===== src/rtl/cpu_io_pkg.sv =====
// rtl/cpu_io_pkg.sv - shared widths, bit positions and word type for the CPU I/O bridge
package cpu_io_pkg;

    localparam int IO_DATA_W = 14;

    // Bit positions inside the CPU out bus
    localparam int TX_TOG_BIT = 15;
    localparam int RX_ACK_BIT = 14;

    // Bit positions inside the CPU in bus
    localparam int RX_TOG_BIT  = 15;
    localparam int TX_FULL_BIT = 14;

    typedef logic [IO_DATA_W-1:0] io_word_t;

endpackage


===== src/rtl/io_fifo.sv =====
// rtl/io_fifo.sv - synchronous word FIFO with combinational head and async reset
module io_fifo
    import cpu_io_pkg::*;
#(
    parameter int DEPTH = 4
) (
    input  logic     clk,
    input  logic     reset,
    input  logic     push,
    input  io_word_t push_data,
    input  logic     pop,
    output io_word_t head,
    output logic     full,
    output logic     empty
);

    localparam int AW = (DEPTH > 1) ? $clog2(DEPTH) : 1;
    localparam int CW = $clog2(DEPTH + 1);

    io_word_t        mem [DEPTH];
    logic [AW-1:0]   wr_ptr;
    logic [AW-1:0]   rd_ptr;
    logic [CW-1:0]   count;
    logic            do_push;
    logic            do_pop;

    // Flags come from the pre-edge count, so a push into a full FIFO is refused
    // even when a pop happens on the same edge.
    assign full    = (count == CW'(DEPTH));
    assign empty   = (count == '0);
    assign do_push = push && !full;
    assign do_pop  = pop && !empty;
    assign head    = mem[rd_ptr];

    // Storage, binary pointers (wrap modulo DEPTH) and occupancy count
    always_ff @(posedge clk or posedge reset) begin
        if (reset) begin
            wr_ptr <= '0;
            rd_ptr <= '0;
            count  <= '0;
            for (int i = 0; i < DEPTH; i++) begin
                mem[i] <= '0;
            end
        end else begin
            if (do_push) begin
                mem[wr_ptr] <= push_data;
                wr_ptr      <= wr_ptr + AW'(1);
            end
            if (do_pop) begin
                rd_ptr <= rd_ptr + AW'(1);
            end
            if (do_push && !do_pop) begin
                count <= count + CW'(1);
            end else if (!do_push && do_pop) begin
                count <= count - CW'(1);
            end
        end
    end

endmodule


===== src/rtl/cpu_io_bridge.sv =====
// rtl/cpu_io_bridge.sv - CPU word I/O bridge; CPUIO_LOOPBACK_EN adds TX-to-RX loopback
module cpu_io_bridge
    import cpu_io_pkg::*;
#(
    parameter int DEPTH = 4
) (
    input  logic                 clk,
    input  logic                 reset,
    input  logic [15:0]          cpu_out,
    output logic [15:0]          cpu_in,
    output logic                 tx_valid,
    input  logic                 tx_ready,
    output logic [IO_DATA_W-1:0] tx_data,
    input  logic                 rx_valid,
    output logic                 rx_ready,
    input  logic [IO_DATA_W-1:0] rx_data,
    output logic                 tx_overflow
`ifdef CPUIO_LOOPBACK_EN
    ,
    input  logic                 loopback
`endif
);

    logic [15:0] cpu_out_q;
    logic        tx_tog_seen;
    logic        tx_full_q;
    logic        rx_tog;
    io_word_t    rx_word;

    logic        tx_full;
    logic        tx_empty;
    logic        rx_full;
    logic        rx_empty;
    io_word_t    tx_head;
    io_word_t    rx_head;

    logic        tx_req;
    logic        tx_push;
    logic        tx_pop;
    logic        rx_push;
    logic        rx_present;
    io_word_t    rx_push_data;

    // A new CPU word is announced by a change of the tx toggle bit
    assign tx_req  = (cpu_out_q[TX_TOG_BIT] != tx_tog_seen);
    assign tx_push = tx_req && !tx_full;

    // The CPU has consumed the presented word once its ack matches our toggle
    assign rx_present = (cpu_out_q[RX_ACK_BIT] == rx_tog) && !rx_empty;

`ifdef CPUIO_LOOPBACK_EN
    logic lb_xfer;

    // In loopback the host is disconnected and TX head feeds RX directly
    assign lb_xfer      = loopback && !tx_empty && !rx_full;
    assign tx_valid     = !tx_empty && !loopback;
    assign rx_ready     = !rx_full && !loopback;
    assign tx_pop       = loopback ? lb_xfer : (tx_valid && tx_ready);
    assign rx_push      = loopback ? lb_xfer : (rx_valid && rx_ready);
    assign rx_push_data = loopback ? tx_head : rx_data;
`else
    assign tx_valid     = !tx_empty;
    assign rx_ready     = !rx_full;
    assign tx_pop       = tx_valid && tx_ready;
    assign rx_push      = rx_valid && rx_ready;
    assign rx_push_data = rx_data;
`endif

    assign tx_data                = tx_head;
    assign cpu_in[RX_TOG_BIT]     = rx_tog;
    assign cpu_in[TX_FULL_BIT]    = tx_full_q;
    assign cpu_in[IO_DATA_W-1:0]  = rx_word;

    io_fifo #(.DEPTH(DEPTH)) u_tx_fifo (
        .clk       (clk),
        .reset     (reset),
        .push      (tx_push),
        .push_data (cpu_out_q[IO_DATA_W-1:0]),
        .pop       (tx_pop),
        .head      (tx_head),
        .full      (tx_full),
        .empty     (tx_empty)
    );

    io_fifo #(.DEPTH(DEPTH)) u_rx_fifo (
        .clk       (clk),
        .reset     (reset),
        .push      (rx_push),
        .push_data (rx_push_data),
        .pop       (rx_present),
        .head      (rx_head),
        .full      (rx_full),
        .empty     (rx_empty)
    );

    // Register the CPU out bus and the TX backpressure bit every cycle
    always_ff @(posedge clk or posedge reset) begin
        if (reset) begin
            cpu_out_q <= '0;
            tx_full_q <= 1'b0;
        end else begin
            cpu_out_q <= cpu_out;
            tx_full_q <= tx_full;
        end
    end

    // Track the tx toggle; a word arriving while TX is full is dropped and flagged
    always_ff @(posedge clk or posedge reset) begin
        if (reset) begin
            tx_tog_seen <= 1'b0;
            tx_overflow <= 1'b0;
        end else if (tx_req) begin
            tx_tog_seen <= cpu_out_q[TX_TOG_BIT];
            if (tx_full) begin
                tx_overflow <= 1'b1;
            end
        end
    end

    // Present the next RX word to the CPU and flip the rx toggle in the same edge
    always_ff @(posedge clk or posedge reset) begin
        if (reset) begin
            rx_tog  <= 1'b0;
            rx_word <= '0;
        end else if (rx_present) begin
            rx_tog  <= ~rx_tog;
            rx_word <= rx_head;
        end
    end

endmodule


===== config.mk =====
export PLATFORM = sky130hd
export DESIGN_NAME = cpu_io_bridge
export DESIGN_NICKNAME = d
export VERILOG_FILES = /design/src/rtl/cpu_io_pkg.sv /design/src/rtl/io_fifo.sv /design/src/rtl/cpu_io_bridge.sv
export SDC_FILE = /design/constraint.sdc
export NUM_CORES = 1
export LEC_CHECK = 0
export BUFFER_PORTS_ARGS = -buffer_cell sky130_fd_sc_hd__buf_4
export CAP_MARGIN = 20
export CORE_MARGIN = 1.5
export CORE_UTILIZATION = 55
export DETAILED_ROUTE_END_ITERATION = 12
export GPL_ROUTABILITY_DRIVEN = 1
export PLACE_DENSITY = 0.75
export RECOVER_POWER = 100
export SLEW_MARGIN = 20
export SYNTH_ARGS = -nofsm -noshare
export SYNTH_HDL_FRONTEND = slang
export SYNTH_SLANG_ARGS = --single-unit
export TNS_END_PERCENT = 30

===== constraint.sdc =====
create_clock -name clk -period 7.9 [get_ports clk]
set_clock_uncertainty 0.2 [all_clocks]
set_input_delay 0.79 -clock clk [delete_from_list [all_inputs] [get_ports clk]]
set_output_delay 0.79 -clock clk [all_outputs]
set_load 0.02 [all_outputs]

== Word-level counts from Yosys, hierarchy flattened ==
Cells that the tools add are included.
Word-level totals
  input bits: 34
  output and inout port bits: 33
  logic and storage cells: 86
  register bits: 160
Cells by class
  reductions and logical operators: 27
  add/subtract/negate cells: 8
  $lt $le $gt $ge: 6
  multiplexer cells: 16
  eq/ne operators: 4
  bitwise logic cells: 5
Operator list (number)
  $bwmux 56: 2
  $mux 14: 6
  $bmux 14 s2: 2
  $demux 14 s2: 2
  $logic_and 1x1->1: 14
  $ge 3x3->1 const B: 4
  $mux 3: 4
  $not 2->3: 4
  $add 2x1->2 const B: 4
  $logic_not 1->1: 8
  $add 3x1->3 const B: 2
  $eq 3x3->1 const B: 2
  $logic_not 3->1: 2
  $lt 3x1->1 const B: 2
  $sub 3x1->3 const B: 2
  $reduce_bool 2->1: 2
  $reduce_and 2->1: 1
  $eq 1x1->1: 1
  $ne 1x1->1: 1
  $not 1->1: 1

== Longest topological paths before layout ==
Gate-level depths: netlist of the first run.
  depth after elaboration: 8
  depth in mapped cells: 11
  mapped depth without buffers: 9

== Cells and area by module ==
Synthesis of the first run repeated with hierarchy kept, for this count alone.
Unflattened totals
  cells, all modules: 411
  area total of the unflattened synthesis: 6797.8 um^2
By module, submodules not included
  io_fifo: cells an instance 173, times used 2, seq. area each 1576.5 um^2, area an instance 2841.5 um^2
  cpu_io_bridge: cells an instance 65, times used 1, seq. area each 850.8 um^2, area an instance 1114.8 um^2

== Least setup slack after synthesis of the first run ==
No wires, ideal clock.
  kind: register to register
  start point: register u_rx_fifo.count[0]
  end point: register u_rx_fifo.count[2]
  arrival time: 2233 ps
  setup time: 79 ps
  buffers on the path: 2
  stages on the path, launching flop included: 12
  data required time: 7621 ps
  path slack: 5388 ps
  cell sequence: dfrtp_1 -> or3_4 -> and2_1 -> buf_6 -> buf_12 -> inv_1 -> ha_1 -> inv_1 -> fa_1 -> xor2_1 -> nor2_1 -> xor2_1
On the way
  word-level cells in the longest chain between the ends: 7
Ends and longest elaborated chain
  start: declaration: line io_fifo.sv:23  | logic [CW-1:0] count;
  start signal: assignment: line io_fifo.sv:53  | count <= count + CW'(1);
  start signal: assignment: line io_fifo.sv:55  | count <= count - CW'(1);
  branches (longest 7 deep; another with $sub 3x1->3)
Parallel ways; which one is timed is not known. The select of a mux whose other input is x is not followed.
A chain may end at the register's enable or synchronous reset.

== Worst setup path after layout of the first run ==
  start point: register u_tx_fifo.rd_ptr[0]
  end point: output tx_data[7]
On the way
  word-level cells in the longest chain between the ends: 4
Ends and longest elaborated chain
  start: declaration: line io_fifo.sv:22  | logic [AW-1:0] rd_ptr;
  start signal: assignment: line io_fifo.sv:50  | rd_ptr <= rd_ptr + AW'(1);
  $not 2->3 (implied by the code): line io_fifo.sv:33  | assign head = mem[rd_ptr];
  $bmux 14 s2: line io_fifo.sv:33
  $mux 14 (implied by the code) (2 in a row): line io_fifo.sv:33
  end: declaration: line cpu_io_bridge.sv:13  | output logic [IO_DATA_W-1:0] tx_data,
Every way passes these cells. The select of a mux whose other input is x is not followed.

==> results of run 1 <==
state kept, by name, summed over array words and instances (netlist names), 2 cells and up:
register / cells
u_rx_fifo.mem: 56
u_rx_fifo.wr_ptr: 2
rx_word: 14
u_rx_fifo.rd_ptr: 2
u_tx_fifo.wr_ptr: 2
u_tx_fifo.mem: 56
cpu_out_q: 16
u_tx_fifo.count: 3
u_rx_fifo.count: 3
u_tx_fifo.rd_ptr: 2
layer usage:
metal	global-route usage	share of wire
met2	0.331	0.51
met3	0.0641	0.043
met1	0.249	0.44
met4	0.0650	0.012
met5	0	0
cells in the final DEF, fill, tap and decap left out, types with 10 or more instances in the layout:
cell,n
ha_1,10
mux2_2,123
mux4_2,28
dfrtp_1,160
clkbuf_1,37
clkbuf_16,17
inv_1,10
buf_4,16
nand3_1,10
clkbuf_4,17
final cells by class:
type	instances	area, sq um
fillers	899	4350
flip-flops and latches	160	4000
multi-input cells	207	2510
clock buffers	26	509
repair buffers	67	383
well taps	168	210
clock inverters	5	52.6
inverters	11	42.5
worst paths after layout:
check	start	to	slack, ns	cells after the start
worst max-delay path	u_tx_fifo.rd_ptr[0]	tx_data[7]	4.69	2
worst min-delay path	cpu_out_q[15]	tx_tog_seen	0.23	0
worst max register to register	rx_tog	u_rx_fifo.count[1]	4.82	7
worst min register to register	cpu_out_q[15]	tx_tog_seen	0.23	0
max in group asynchronous	reset	u_tx_fifo.mem[45]	4.71	3
min in group asynchronous	reset	rx_word[12]	1.06	2
power by group through the flow:
stage	logic, mW	clock network [mW]	registers [mW]
2_1_floorplan	1.14	0	1.41
3_3_place_gp	1.36	0	1.48
3_5_place_dp	1.41	0	1.51
4_1_cts	1.42	0.793	1.50
5_1_grt	1.35	0.827	1.54
6_report	1.25	0.774	1.49
kinds of logic after synthesis:
group | count (synthesis)
compound gates | 2
xor+xnor | 14
fa+ha+maj | 12
buf+inv | 32
flops | 160
mux | 158
simple gates | 21
stage by stage:
step                      instance area [sq um]  hold WS (ns)  instances  total power [mW]
after global placement                     7350         0.217        613              2.84
after CTS                                  7910         0.233        644              3.71
after floorplan                            6810         0.238        399              2.55
final                                      7710         0.230        644              3.51
after global routing                       7710         0.256        644              3.73
after detailed placement                   7350         0.212        613              2.92
==> impl_metrics.csv, run 1 <==
group,metric,value,unit
synthesis,async_flop_share,1.00,
critical_path,crit_fanout,16,
clock_tree,clock_sinks,160,
timing,max_slew_margin,-1.07,
final_layout,final_util,0.639,
timing,hold_viol_final,0,
worst_hold_path,min_path_type,"reg -> reg",
clock_tree,numCtsBuffers,17,
clock_tree,clockBufferDepth,2,
placement,pre_cts_ws,4.97,ns
grt,grt_overflow,0,
timing,fin_ws,4.69,ns
timing,setup_violations,0,
synthesis,yosysTopAreaCellShare,0.588,
drt,routedWlPerCell,18.1,um
pwr,p_comb_frac,0.355,
floorplanning,rows,40,
synthesis,synthXorXnorAreaFrac,0.0191,
grt,grt_usage,0.199,
pwr,seqPwrFrac,0.424,
clock_tree,cts_hold_buffers,0,
grt,grt_pass1_wl,19200,um
synthesis,yosys-top-cells-count,"dfrtp_1 (160), mux2_2 (122), mux4_2 (28)",
pwr,p_sw_frac,0.317,
run_status,status,"complete, but fails checks",
placement,dp_hpwl,7320,um
run_status,violations,"max-capacitance violations, max-slew violations",
critical_path,max_stage_delay,0.98,ns
drt,drt_pass1_iterations,4,
floorplanning,die_w,114,um
synthesis,synth_fp_nets,445,
clock_tree,cts_resized,0,
grt,antenna_found_initial,0,
final_layout,fin_nets,510,
pwr,p_leak,3.34,nW
critical_path,cp_data_required_time,6.91,ns
pwr,p_switching,1.11,mW
floorplanning,coreArea,12100,sq um
synthesis,synthMuxAreaShare,0.312,
job,drv_cap,1,
floorplanning,num_io_pins,67,
synthesis,syn_area,6810,sq um
drt,wirelength,11600,um
critical_path,cp_num_buf_inv,1,
synthesis,syn_inst,399,
drt,ant_nets,0,
clock_tree,clk_pin_slew_worst_paths,0.06,ns
grt,grt_pass1_vias,3794,
synthesis,yosysUniqueCellTypes,25,
grt,grt_max_degree,89,
clock_tree,clkLatencyLatePin,0.42,ns
critical_path,critPathCaptureType,"output pin",
synthesis,yosysMostFrequentCell,"dfrtp_1",
drt,drc_errors,0,
timing,final.min_clock_period,3.21,ns
timing,clock.fmax,312,MHz
critical_path,path_cells,"mux4_2 > clkbuf_1",
critical_path,critical-path-slowest-cell,"dfrtp_1",
placement,place_congestion,0.689,
floorplanning,start_util,0.565,
floorplanning,dieArea,13100,sq um
clock_tree,post_cts_buffers,0,
clock_tree,cts_tree,"done",
pwr,clkPwrFrac,0.220,
synthesis,synth_top_family_by_area,"multiplexers",
synthesis,synthTopCellsByArea,"dfrtp_1 (59%), mux2_2 (20%), mux4_2 (9.3%)",
pwr,p_int,2.40,mW
synthesis,synth_compound_area_frac,0.00184,
drt,viasPerCell,5.43,
critical_path,critPathKind,"reg -> out",
synthesis,synth-seq-cells,160,
synthesis,yosys.area_share.adder,0.0242,
timing,finalCritPeriodShare,0.406,
critical_path,arrival,2.22,ns
synthesis,yosys.area_share.simple,0.0226,
synthesis,synthFlopType,"dfrtp_1",
final_layout,syn2layout_area_growth,13.2,%
synthesis,ys_seq_area_frac,0.588,
final_layout,n_antenna_cell,0,
drt,drt-initial-drc-count,170,
floorplanning,dieHeight,114,um
pwr,ir_drop,0.256,mV
synthesis,synth_top_cell_by_area,"dfrtp_1",
timing,setup-tns-final,0,ns
drt,num_vias,3495,
clock_tree,cts_root_buffer,"clkbuf_16",
critical_path,start_kind,"flop",
synthesis,yosys_warnings,0,
synthesis,synth_enable_flop_cells,0,
clock_tree,h-tree-depth,4,
timing,worst_pin_slew,3.09,ns
synthesis,avgSynthCellArea,17.1,sq um
placement,portBuffers,66,
critical_path,critical-path-top-delay-family,"flip-flops",
timing,drv_slew,74,
final_layout,drive_above_1_share,0.450,
pwr,p_per_area,455,nW/um^2
timing,rsz0062_at_grt,"false",
Note: power is estimated with default switching activity, not from simulation.
==> inputs of run 2 (changes only) <==
Settings changed: CORE_UTILIZATION 55 to 53, PLACE_DENSITY 0.75 to 0.76.
Clock period 7.9 ns to 2.9 ns, I/O delays scaled along.
==> run 2 against run 1 <==
- the flow now finishes without violations
- hold slack lost 0.19 ns
- via count is 3.0% higher
- routed wire length rose by 1.9%
- combinational power rose to 2.9 times the previous value
- count of clock-buffer cells in the layout is the same
- core utilization is 0.47 points higher
- critical endpoint is now rx_word[5]
- highest routed layer unchanged
==> impl_metrics.csv, run 2 (synthesis results as in run 1) <==
group,metric,value,unit
drt,viasPerCell,5.27,
timing,worst_pin_slew,1.41,ns
timing,hold_viol_final,0,
clock_tree,post_cts_buffers,0,
clock_tree,cts_resized,0,
drt,ant_nets,0,
final_layout,syn2layout_area_growth,18.8,%
final_layout,final_cell_mix,"dfrtp_1 (160), mux2_2 (122), clkbuf_1 (39)",
floorplanning,dieHeight,116,um
placement,postPlaceCellArea,7390,sq um
critical_path,start_kind,"flop",
final_layout,drive_above_1_share,0.425,
clock_tree,cts_tree,"done",
grt,grt_pass1_wl,19500,um
timing,rsz0062_at_grt,"false",
clock_tree,clockBufferDepth,2,
clock_tree,clkLatencyLatePin,0.42,ns
timing,drv_slew,0,
clock_tree,h-tree-depth,4,
pwr,p_int,6.71,mW
clock_tree,cts_root_buffer,"clkbuf_16",
drt,wirelength,11800,um
pwr,p_switching,3.05,mW
final_layout,largestRegisters,"u_rx_fifo.mem: 56 flops, u_tx_fifo.mem: 56 flops, cpu_out_q: 16 flops",
drt,drc_errors,0,
clock_tree,clk_pin_slew_worst_paths,0.06,ns
pwr,p_comb_frac,0.370,
final_layout,final_util,0.644,
floorplanning,die_w,116,um
placement,portBuffers,66,
drt,num_vias,3599,
grt,grt_max_degree,161,
timing,setup_violations,0,
placement,dp_hpwl,7200,um
floorplanning,num_io_pins,67,
drt,drt_pass1_iterations,4,
timing,max_slew_margin,0.0619,
final_layout,fin_nets,545,
pwr,clkPwrFrac,0.227,
grt,grt_usage,0.197,
placement,place_congestion,0.705,
grt,grt_overflow,0,
floorplanning,dieArea,13500,sq um
pwr,p_per_area,1210,nW/um^2
timing,finalCritPeriodShare,0.857,
clock_tree,cts_hold_buffers,32,
job,drv_cap,0,
critical_path,cp_data_required_time,3.00,ns
timing,clock.fmax,403,MHz
critical_path,critPathCaptureType,"flop",
pwr,seqPwrFrac,0.403,
timing,fin_hold_ws,0.0351,ns
pwr,p_sw_frac,0.313,
clock_tree,clock_sinks,160,
timing,final.min_clock_period,2.48,ns
run_status,status,"finished, final reports clean",
pwr,ir_drop,0.564,mV
grt,grt_pass1_vias,3860,
clock_tree,numCtsBuffers,17,
drt,drt-initial-drc-count,219,
final_layout,n_antenna_cell,0,
floorplanning,start_util,0.542,
critical_path,critPathKind,"reg -> reg",
final_layout,final_common_cell,"dfrtp_1",
critical_path,arrival,2.58,ns
grt,antenna_found_initial,0,
timing,setup-tns-final,0,ns
pwr,p_leak,3.51,nW
floorplanning,coreArea,12600,sq um
critical_path,crit_fanout,11,
worst_hold_path,min_path_type,"in -> reg",
floorplanning,rows,41,
pwr,finalPower,9.76,mW
drt,routedWlPerCell,17.3,um
final_layout,fin_area,8100,sq um
-- run 2: cell count changes in the layout (fill, tap and decap cells not counted) --
| cell | change |
|---|---|
| bufinv_16 | +1 |
| mux2_2 | -1 |
| clkinvlp_2 | -1 |
| buf_4 | +1 |
| clkbuf_1 | +2 |
| mux2_1 | -2 |
| clkbuf_8 | +1 |
| clkbuf_4 | -1 |
| dlygate4sd3_1 | +32 |
| mux2_4 | +3 |
-- run 2: stage by stage --
step	setup WS, ns	instances
after floorplan	0.381	399
after CTS	0.406	683
after global routing	0.192	683
after detailed placement	0.433	620
final	0.416	683
after global placement	0.508	620
-- run 2: final timing paths --
kind,slack [ns],to,startpoint,cells past startpoint
worst min register to register,0.22,tx_tog_seen,cpu_out_q[15],0
max in group asynchronous,0.87,u_rx_fifo.mem[28],reset,4
min in group asynchronous,0.73,rx_word[10],reset,4
worst max-delay path,0.42,rx_word[5],u_rx_fifo.rd_ptr[0],3
worst min-delay path,0.04,u_rx_fifo.wr_ptr[0],rx_valid,3
worst max register to register,0.42,rx_word[5],u_rx_fifo.rd_ptr[0],3
-- run 2: power by group through the flow --
stage          clock, mW  sequential (mW)  combinational [mW]
2_1_floorplan          0             3.84                3.10
3_3_place_gp           0             3.91                3.89
3_5_place_dp           0             3.98                4.00
4_1_cts             2.27             3.95                4.06
5_1_grt             2.37             4.08                3.92
6_report            2.21             3.94                3.61
-- run 2: critical path, cell delays in order, from the launching register on --
cell and delay, ns:
dfrtp_1 0.56, clkbuf_1 0.71, mux4_2 0.60, mux2_1 0.30
-- run 2: final cells by class --
class | count | area, sq um
fillers | 952 | 4470
flip-flops and latches | 160 | 4000
multi-input cells | 207 | 2520
repair buffers | 102 | 714
clock buffers | 26 | 519
well taps | 172 | 215
clock inverters | 5 | 75.1
inverters | 11 | 45.0
-- run 2: routing by layer --
metal,global-route usage,share of wire,up-vias
li1,-,-,1635
met1,0.244,0.43,1894
met2,0.336,0.52,55
met3,0.0555,0.034,15
met4,0.0634,0.012,0
met5,0,0,-
